<file path="src/rtl/fpu_pkg.sv">
// Shared definitions for the FP dispatcher: state encoding, opcode names,
// the default unit count and the request record latched on handshake.
package fpu_pkg;

   localparam int unsigned FPU_NUNIT_DEF = 8;

   typedef logic [1:0] fpu_state_t;
   localparam fpu_state_t ST_IDLE  = 2'd0;
   localparam fpu_state_t ST_ISSUE = 2'd1;
   localparam fpu_state_t ST_WAIT  = 2'd2;
   localparam fpu_state_t ST_DONE  = 2'd3;

   localparam logic [3:0] FOP_NEG = 4'd0;
   localparam logic [3:0] FOP_ADD = 4'd1;
   localparam logic [3:0] FOP_SUB = 4'd2;
   localparam logic [3:0] FOP_MUL = 4'd3;

   typedef struct packed {
      logic [31:0] a;
      logic [31:0] b;
      logic [4:0]  rd;
   } fpu_req_t;

   function automatic logic fpu_op_legal(input logic [3:0] op, input int unsigned nunit);
      return 32'(op) < nunit;
   endfunction

endpackage

</file>
<file path="src/rtl/fpu_dispatch_timer.sv">
// WAIT-state watchdog: clears on clear_i, counts enabled cycles, and flags
// expiry on the cycle whose increment would reach LIMIT.
module fpu_dispatch_timer #(
   parameter int unsigned LIMIT = 64
) (
   input  logic aclk,
   input  logic aresetn,
   input  logic clear_i,
   input  logic enable_i,
   output logic expire_o
);

   localparam int unsigned CW = $clog2(LIMIT + 1);

   logic [CW-1:0] cnt_q, cnt_d;

   assign expire_o = enable_i && (cnt_q == CW'(LIMIT - 1));

   always_comb begin
      cnt_d = cnt_q;
      if (clear_i)
         cnt_d = '0;
      else if (enable_i && !expire_o)
         cnt_d = cnt_q + CW'(1);
   end

   always_ff @(posedge aclk) begin
      if (!aresetn) cnt_q <= '0;
      else          cnt_q <= cnt_d;
   end

endmodule

</file>
<file path="src/rtl/fpu_dispatch.sv">
// Single-outstanding FP dispatcher: issue pulse to one unit, wait for its c_valid,
// one-cycle writeback. Define FPU_DISPATCH_TIMEOUT_EN to add the WAIT watchdog.
module fpu_dispatch
   import fpu_pkg::*;
#(
   parameter int unsigned NUNIT          = FPU_NUNIT_DEF,
   parameter int unsigned TIMEOUT_CYCLES = 64
) (
   input  logic                aclk,
   input  logic                aresetn,
   input  logic                req_valid,
   output logic                req_ready,
   input  logic [3:0]          req_op,
   input  logic [31:0]         req_a,
   input  logic [31:0]         req_b,
   input  logic [4:0]          req_rd,
   output logic [31:0]         fu_a_data,
   output logic [31:0]         fu_b_data,
   output logic [NUNIT-1:0]    fu_a_valid,
   input  logic [NUNIT*32-1:0] fu_c_data,
   input  logic [NUNIT-1:0]    fu_c_valid,
   output logic                wb_valid,
   output logic [4:0]          wb_rd,
   output logic [31:0]         wb_data,
   output logic                wb_err
);

   if (NUNIT < 1 || NUNIT > 16 || TIMEOUT_CYCLES < 1) begin : g_bad_cfg
      $error("fpu_dispatch: NUNIT must be 1..16 and TIMEOUT_CYCLES >= 1");
   end

   fpu_state_t       state_q, state_d;
   fpu_req_t         req_q, req_d;
   logic [NUNIT-1:0] sel_q, sel_d;
   logic [NUNIT-1:0] fu_a_valid_q, fu_a_valid_d;
   logic             req_ready_q, req_ready_d;
   logic             wb_valid_q, wb_valid_d;
   logic [4:0]       wb_rd_q, wb_rd_d;
   logic [31:0]      wb_data_q, wb_data_d;
   logic             wb_err_q, wb_err_d;

   logic [NUNIT-1:0] req_sel;
   logic [31:0]      c_data_sel;
   logic             c_hit;
   logic             timeout;

   assign req_sel = NUNIT'(1) << req_op;
   assign c_hit   = (state_q == ST_WAIT) && |(fu_c_valid & sel_q);

   always_comb begin
      c_data_sel = '0;
      for (int i = 0; i < NUNIT; i++)
         if (sel_q[i]) c_data_sel = c_data_sel | fu_c_data[32*i +: 32];
   end

`ifdef FPU_DISPATCH_TIMEOUT_EN
   fpu_dispatch_timer #(.LIMIT(TIMEOUT_CYCLES)) u_timer (
      .aclk     (aclk),
      .aresetn  (aresetn),
      .clear_i  (state_q == ST_ISSUE),
      .enable_i (state_q == ST_WAIT),
      .expire_o (timeout)
   );
`else
   assign timeout = 1'b0;
`endif

   // NOTE: every variable gets a default before the case so no path leaves it unassigned (no latches).
   always_comb begin
      state_d      = state_q;
      req_d        = req_q;
      sel_d        = sel_q;
      fu_a_valid_d = '0;
      wb_valid_d   = 1'b0;
      wb_rd_d      = '0;
      wb_data_d    = '0;
      wb_err_d     = 1'b0;
      case (state_q)
         ST_IDLE: begin
            if (req_valid && req_ready_q) begin
               req_d = '{a: req_a, b: req_b, rd: req_rd};
               sel_d = req_sel;
               if (fpu_op_legal(req_op, NUNIT)) begin
                  state_d      = ST_ISSUE;
                  fu_a_valid_d = req_sel;
               end else begin
                  state_d    = ST_DONE;
                  wb_valid_d = 1'b1;
                  wb_rd_d    = req_rd;
                  wb_err_d   = 1'b1;
               end
            end
         end
         ST_ISSUE: state_d = ST_WAIT;
         ST_WAIT: begin
            // A result arriving on the expiry cycle takes priority over the timeout.
            if (c_hit || timeout) begin
               state_d    = ST_DONE;
               wb_valid_d = 1'b1;
               wb_rd_d    = req_q.rd;
               wb_data_d  = c_hit ? c_data_sel : 32'h0;
               wb_err_d   = !c_hit;
            end
         end
         default: state_d = ST_IDLE;
      endcase
      req_ready_d = (state_d == ST_IDLE);
   end

   // NOTE: non-blocking assignments so every flop samples the pre-edge values.
   // NOTE: operand and result registers are reset too, because they drive ports that must read 0 after reset.
   always_ff @(posedge aclk) begin
      if (!aresetn) begin
         state_q      <= ST_IDLE;
         req_q        <= '0;
         sel_q        <= '0;
         fu_a_valid_q <= '0;
         req_ready_q  <= 1'b0;
         wb_valid_q   <= 1'b0;
         wb_rd_q      <= '0;
         wb_data_q    <= '0;
         wb_err_q     <= 1'b0;
      end else begin
         state_q      <= state_d;
         req_q        <= req_d;
         sel_q        <= sel_d;
         fu_a_valid_q <= fu_a_valid_d;
         req_ready_q  <= req_ready_d;
         wb_valid_q   <= wb_valid_d;
         wb_rd_q      <= wb_rd_d;
         wb_data_q    <= wb_data_d;
         wb_err_q     <= wb_err_d;
      end
   end

   assign req_ready  = req_ready_q;
   assign fu_a_data  = req_q.a;
   assign fu_b_data  = req_q.b;
   assign fu_a_valid = fu_a_valid_q;
   assign wb_valid   = wb_valid_q;
   assign wb_rd      = wb_rd_q;
   assign wb_data    = wb_data_q;
   assign wb_err     = wb_err_q;

endmodule

</file>
<file path="config.mk">
export PLATFORM = sky130hd
export DESIGN_NAME = fpu_dispatch
export DESIGN_NICKNAME = d
export VERILOG_FILES = /design/src/rtl/fpu_pkg.sv /design/src/rtl/fpu_dispatch_timer.sv /design/src/rtl/fpu_dispatch.sv
export SDC_FILE = /design/constraint.sdc
export NUM_CORES = 1
export LEC_CHECK = 0
export CAP_MARGIN = 0
export CELL_PAD_IN_SITES_DETAIL_PLACEMENT = 1
export CELL_PAD_IN_SITES_GLOBAL_PLACEMENT = 2
export CORE_MARGIN = 2
export CORE_UTILIZATION = 16
export CTS_BUF_LIST = sky130_fd_sc_hd__clkbuf_2
export DETAILED_ROUTE_END_ITERATION = 16
export GPL_ROUTABILITY_DRIVEN = 0
export HOLD_SLACK_MARGIN = 0.02
export PLACE_DENSITY_LB_ADDON = 0.12
export SYNTH_ARGS = -nofsm -noshare
export SYNTH_HDL_FRONTEND = slang
export SYNTH_HIERARCHICAL = 1
export SYNTH_SLANG_ARGS = --single-unit
</file>
<file path="constraint.sdc">
create_clock -name aclk -period 1.6 [get_ports aclk]
set_input_delay 0.4 -clock aclk [delete_from_list [all_inputs] [get_ports aclk]]
set_output_delay 0.4 -clock aclk [all_outputs]
set_load 0.005 [all_outputs]
</file>
==> results of run 1 <==
-- timing repair --
| item | CTS | global route |
|---|---|---|
| pin swaps | 2 | 8 |
| hold buffers | 4 | 7 |
| gates cloned | 1 | 3 |
| buffers inserted | 4 | 2 |
| endpoints found under the hold margin | 16 | 7 |
| setup endpoints to repair | 193 | 168 |
| resized for setup | 651 | 42 |
-- layer usage --
metal / global-route usage (%) / vias to the layer above
li1: - / 3255
met1: 20.2 / 3331
met2: 33.1 / 256
met3: 6.40 / 26
met4: 5.26 / 2
met5: 0 / -
-- sequential cells by signal, summed over array words and instances (netlist names) --
| name | flops |
|---|---|
| req_ready | 1 |
| req_q | 5 |
| wb_rd | 5 |
| wb_err | 1 |
| fu_a_data | 32 |
| fu_a_valid | 8 |
| state_q | 2 |
| fu_b_data | 32 |
| wb_valid | 1 |
| sel_q | 8 |
| wb_data | 32 |
-- cell families (layout without fill, tap and decap cells) --
group,count (synthesis),after routing,share of synthesized area [%]
adders and majority gates,3,3,0.631
DFF,127,127,42.7
buffers and inverters,129,562,12.4
AOI/OAI and AO/OA,251,251,32.4
and+or+nand+nor,169,169,11.8
other,0,5,0
-- worst max-delay path by stage --
stage	to	slack [ns]	cells past startpoint
floorplan	sel_q[0]	0.004	6
global placement	state_q[0]	-0.49	7
detailed placement	state_q[0]	-0.47	7
CTS	req_ready	-0.21	1
global route	req_ready	-0.24	1
finish	req_ready	-0.05	1
-- cell type report --
cell class	instances	area (µm²)
fillers	4212	24900
repair buffers	527	5310
multi-input cells	423	2830
flip-flops and latches	127	2690
well taps	468	586
clock inverters	10	163
clock buffers	21	105
inverters	4	15.0
diodes	5	12.5
-- per-stage QoR --
stage / total power (µW) / hold slack [ns]
floorplan: 4790 / 0.435
global placement: 6540 / 0.441
detailed placement: 6550 / 0.446
CTS: 9220 / 0.0202
global route: 9770 / 0.0265
finish: 9130 / 0.167
-- power groups by stage --
stage,sequential (µW),clock [µW],combinational (µW)
after CTS,3650,2560,3010
after floorplan,3620,0,1180
after global placement,3650,0,2890
after global routing,3700,2690,3380
after detailed placement,3650,0,2900
final,3660,2390,3090
-- synth_stat cells (2+ instances only) --
cell        n
nand2b_1    2
nor2_2      3
inv_1       4
a21boi_1   69
a31oi_1    32
buf_4      64
nor2_1      9
a22oi_1    68
a221oi_1   32
a21o_1      8
dfxtp_1   127
nand2_1   142
buf_2      12
a22o_1     32
and2_1      2
ha_1        3
clkbuf_1   49
a32oi_1     5
==> metrics.md, run 1 <==
| Metric | Value |
|---|---|
| CP delay by family, top | flip-flops |
| Hold EP | fu_b_data[10] |
| Dpl cells | 1,528 |
| Clock transition at path regs | 0.22 ns |
| Placed Instance Area | 10,900 µm² |
| PwrDens | 780 nW/µm² |
| Worst slew margin | between 60 and 70% |
| Vias | 6,870 |
| Die height | 197 µm |
| Residual DRC count | 0 |
| Logic gate share of total power | between 30 and 40% |
| Failing checks | setup timing |
| Flop pwr share | 40.1% |
| Sequential area share after synthesis | 42.7% |
| Crit path launch | req_ready |
| Net Sw Frac | 30.2% |
| Crit-path max cell delay | 0.40 ns |
| Die area | 38,700 µm² |
| Hold Vio Cnt, Final | 0 |
| Switch Pwr | between 2000 and 3000 µW |
| CP Capture Type | primary output |
| Commonest non-fill, non-tap cells in the layout | clkdlybuf4s50_1 (338), nand2_1 (142), dfxtp_2 (102) |
| Ys flop type | dfxtp_1 |
| Routed wire length | 36.6 mm |
| Later-pin clock latency in the skew report | around 0.74 ns |
| R2r endpoint | wb_data[20] |
| Routed vias/inst | 4.33 |
| Setup ws final | -0.0492 ns |
| Critical path arrival | 1.25 ns |
| CTS tree | built |
| WL met3 | 2.77 mm |
| # nets final | 1,443 |
| Core area | 36,600 µm² |
| Pleak | 0.00435 µW |
| Wire length on met1 | 14.3 mm |
| R2R Setup Slk | 0.01 ns |
| Area leader, netlist | dfxtp_1 |
| Detailed Place HPWL | 28.2 mm |
| Peak supply drop | around 0.39 mV |
| Min Tclk post-route | 1.65 ns |
| R2R Path Start | sel_q[2] |
| Clock power frac | 26.1% |
| Fin Setup TNS | -0.537 ns |
| CP Cell Sequence | buf_6 |
| Overall die width | approximately 200 µm |
| Status | finished with violations |
| Avg Inst Size Synth | ~8.8 µm² |
| Area grow syn2layout | 96.7% |
| Worst hold path class | input port to flip-flop |
| Number of synthesis warnings | 6 |
| Hold path start | req_b[10] |
| Syn Inst Count | 679 |
| CP startpoint kind | flip-flop |
| Synthesized flop and latch total | 127 |
| Row Count | 70 |
| Clock Path Buffers | 2 |
| WL per Instance | 23.1 µm |
| Worst-path fanout max | 2 |
| RSZ-0062 raised after global routing | true |
| I/O Pins | between 400 and 500 |
| Netlist cell types | 34 |
| CP required | 1.20 ns |
| CP max stage cell | dfxtp_4 |
| WP buf/inv | 1 |
| First-pass GRT wire length | 51.3 mm |
| Setup Skew | 0.0374 ns |
| Final Util | 32.0% |
| Largest net degree at the start of global routing | 41 |
| Setup violators final | 53 |
| CTS root buffer | clkbuf_2 |
| P_int | around 6400 µW |
| Starting DRT DRC Count | 167 |
| Synth top area share | 42.7% |
| Post-synthesis cell area | 5950 µm² |
| Vias in the first global route | 7,284 |
| Period utilisation layout | 103% |
| Detail Route met2 WL | 18.9 mm |
| Number of synthesized flops with an enable pin | 0 |
| R2R depth | 6 |
| Post-DRT Antenna Nets | 0 |
| Commonest non-fill, non-tap cell in the layout | clkdlybuf4s50_1 |
| Num CTS Buffers | 17 |
| Initial Utilization | 16.3% |
| CTS Sinks | about 130 |
| DR pass1 iterations | 4 |
| Syn nets | 1,022 |
| GR Overflow Total | 0 |
| F_max | slightly above 0.6 GHz |
| Top post-synthesis cells by area | dfxtp_1 (43%), nand2_1 (9.0%), a21boi_1 (8.7%) |
| I/O Buffers | 451 |
| Worst Path Class, Setup | flip-flop to primary output |
| # H-tree levels | 4 |
| Finished Layout Cells | 1,585 |
| Final Max Slew Viols | 0 |
| Share of cells above drive strength 1 | 31.1% |
| Initial antenna violation count | 6 |
| Setup WS pre-CTS | -0.473 ns |
| Max_cap viols | 0 |
| Actual slew at the worst max-slew pin | 0.496 ns |
| Highest Signal Layer | met5 |
| Post-synth ARST share | 0% |
| Final instance area | between 10,000 and 15,000 µm² |
| Total Routing Usage GR | 18.3% |
| Worst Hold Depth | 3 |
(Power assumes the default switching activity.)
==> inputs of run 2 (changes only) <==
- CTS_CLUSTER_DIAMETER: unset -> 100
==> results of run 2 <==
Same layout as run 1: the final DEF is identical, and so are final timing and power.
==> inputs of run 3 (changes only) <==
- PLACE_DENSITY_LB_ADDON: 0.12 -> 0.3
==> run 3 against run 2 <==
The run still ends with setup timing left. Non-clock buffer count grew 25. Critical path type unchanged. Via count up 1.1%. Sequential cell count did not move. First-iteration DRC count is 9.0% higher. Largest cell class unchanged. Largest power group unchanged. Fmax is 0.67% lower. Sequential power about the same. Final area increased by 0.81%.
==> metrics.md, run 3 (synthesis gave the netlist of run 1 again) <==
| Metric | Value |
|---|---|
| Status | finished with violations (unchanged) |
| Failing checks | setup timing (unchanged) |
| CTS tree | built (unchanged) |
| Row Count | 70 (unchanged) |
| CP max stage cell | dfxtp_2 (was dfxtp_4) |
| WP buf/inv | 1 (unchanged) |
| Worst Hold Depth | 3 (unchanged) |
| RSZ-0062 raised after global routing | true (unchanged) |
| Worst-path fanout max | 1 (was 2) |
| R2R Setup Slk | -0.02 ns (was 0.01 ns) |
| Total Routing Usage GR | 17.5% (was 18.3%) |
| CP startpoint kind | flip-flop (unchanged) |
| Dpl cells | 1,518 (was 1,528) |
| Routed vias/inst | 4.30 (was 4.33) |
| WP depth | 1 (unchanged) |
| Period utilisation layout | 104% (was 103%) |
| Register area | 2680 µm² (was 2690 µm²) |
| Core area | 36,600 µm² (unchanged) |
| CP Capture Type | primary output (unchanged) |
| Largest net degree at the start of global routing | 61 (was 41) |
| Hold path start | req_a[17] (was req_b[10]) |
| GR Overflow Total | 0 (unchanged) |
| Hold Vio Cnt, Final | 0 (unchanged) |
| R2R Path Start | state_q[0] (was sel_q[2]) |
| Area grow syn2layout | 98.3% (was 96.7%) |
| Pleak | 0.00438 µW (was 0.00435 µW) |
| Residual DRC count | 0 (unchanged) |
| I/O Pins | 452 (unchanged) |
| Crit path launch | wb_data[0] (was req_ready) |
| Setup Skew | 0.0430 ns (was 0.0374 ns) |
| Commonest non-fill, non-tap cell in the layout | clkdlybuf4s50_1 (unchanged) |
| CP delay by family, top | flip-flops (unchanged) |
| Fill count | 4,205 (was 4,212) |
| Crit-path max cell delay | 0.39 ns (was 0.40 ns) |
| Routed wire length | 34.8 mm (was 36.6 mm) |
| Post-DRT Antenna Nets | 0 (unchanged) |
| Later-pin clock latency in the skew report | 0.76 ns (was 0.74 ns) |
| WL per Instance | 21.5 µm (was 23.1 µm) |
| Detailed Place HPWL | 26.6 mm (was 28.2 mm) |
| Worst slew margin | 60.2% (was 67.0%) |
| Vias | 6,946 (was 6,870) |
| Setup violators final | 103 (was 53) |
| Clock Path Buffers | 2 (unchanged) |
| Share of cells above drive strength 1 | 28.0% (was 31.1%) |
| Max_cap viols | 0 (unchanged) |
| Die height | 197 µm (unchanged) |
| Peak supply drop | 0.612 mV (was 0.388 mV) |
| Overall die width | 197 µm (unchanged) |
| R2R depth | 6 (unchanged) |
| Placed Instance Area | 10,800 µm² (was 10,900 µm²) |
| CTS root buffer | clkbuf_2 (unchanged) |
| Final instance area | 11,800 µm² (was 11,700 µm²) |
| Finished Layout Cells | 1,615 (was 1,585) |
| First-pass GRT wire length | 49.7 mm (was 51.3 mm) |
| Setup ws final | -0.0603 ns (was -0.0492 ns) |
| Min Tclk post-route | 1.66 ns (was 1.65 ns) |
| Initial Utilization | 16.3% (unchanged) |
| CTS Sinks | 127 (unchanged) |
| PwrDens | 739 nW/µm² (was 780 nW/µm²) |
| Worst hold path class | input port to flip-flop (unchanged) |
| Initial antenna violation count | 17 (was 6) |
| I/O Buffers | 451 (unchanged) |
| Critical path arrival | 1.26 ns (was 1.25 ns) |
| CP Cell Sequence | buf_6 (unchanged) |
| Num CTS Buffers | 17 (unchanged) |
| Starting DRT DRC Count | 182 (was 167) |
| CP required | 1.20 ns (about the same) |
| Clock transition at path regs | 0.24 ns (was 0.22 ns) |
| Final Max Slew Viols | 0 (unchanged) |
| # nets final | 1,468 (was 1,443) |
| Worst Path Class, Setup | flip-flop to primary output (unchanged) |
| Actual slew at the worst max-slew pin | 0.597 ns (was 0.496 ns) |
| Die area | 38,700 µm² (unchanged) |
| Area of the multi-input gates | 2740 µm² (was 2830 µm²) |
| # H-tree levels | 4 (unchanged) |
| DR pass1 iterations | 4 (unchanged) |
| Vias in the first global route | 7,496 (was 7,284) |
| Commonest non-fill, non-tap cells in the layout | clkdlybuf4s50_1 (338), nand2_1 (142), dfxtp_2 (102) (unchanged) |
| F_max | 0.602 GHz (was 0.606 GHz) |
[run 3: cell count changes in the layout (fill, tap and decap cells not counted), moves of 3 or more]
cell	before	now
buf_2	29	33
a31oi_2	7	0
buf_4	47	34
a221oi_2	5	2
clkbuf_2	21	17
a31oi_1	25	32
clkinv_4	1	4
diode_2	5	11
bufinv_16	4	1
a221oi_1	27	30
dlygate4sd3_1	11	48
[run 3: area by class of cell]
cell class | instances | share of cell area [%]
Timing Repair Buffer | 552 | 47.0
Multi-Input combinational cell | 423 | 23.2
Sequential cell | 127 | 22.7
Tap cell | 468 | 4.96
Clock inverter | 13 | 1.01
Clock buffer | 17 | 0.721
Antenna cell | 11 | 0.233
Inverter | 4 | 0.127
[run 3: through the flow]
step	hold WS [ns]	util (%)	total power, µW	setup slack [ns]	TNS (ns)
3_5_place_dp	0.446	29.6	6480	-0.407	-28.87
3_3_place_gp	0.440	29.6	6450	-0.386	-25.94
5_1_grt	0.0429	32.2	9350	-0.222	-20.53
2_1_floorplan	0.435	-	4790	0.00384	0
4_1_cts	0.0201	31.5	8810	-0.234	-20.80
6_report	0.171	32.2	8720	-0.0603	-2.26
[run 3: repair_timing]
item	CTS	global route
pin swaps	3	4
resized for setup	629	33
hold buffers	48	0
setup buffers	3	4
setup endpoints to repair	187	164
endpoints found under the hold margin	62	0
gates cloned	0	1
[run 3: final timing paths]
path | to
worst max-delay path | wb_data[0]
worst min-delay path | fu_a_data[17]
worst max register to register | sel_q[0]
worst min register to register | fu_b_data[0]
[run 3: report_power, final]
part / internal (µW) / total, µW / switching [µW]
Sequential: 3490 / 3660 / 175
Combinational: 1880 / 3100 / 1220
Clock: 550 / 1960 / 1410
Total: 5920 / 8720 / 2800
[run 3: routing by layer]
layer	vias to the layer above	global-route usage (%)	routed length [µm]
met5	-	0	72
met1	3320	18.0	12900
met3	36	8.30	3520
met2	264	31.1	17600
li1	3314	-	-
met4	12	6.07	632
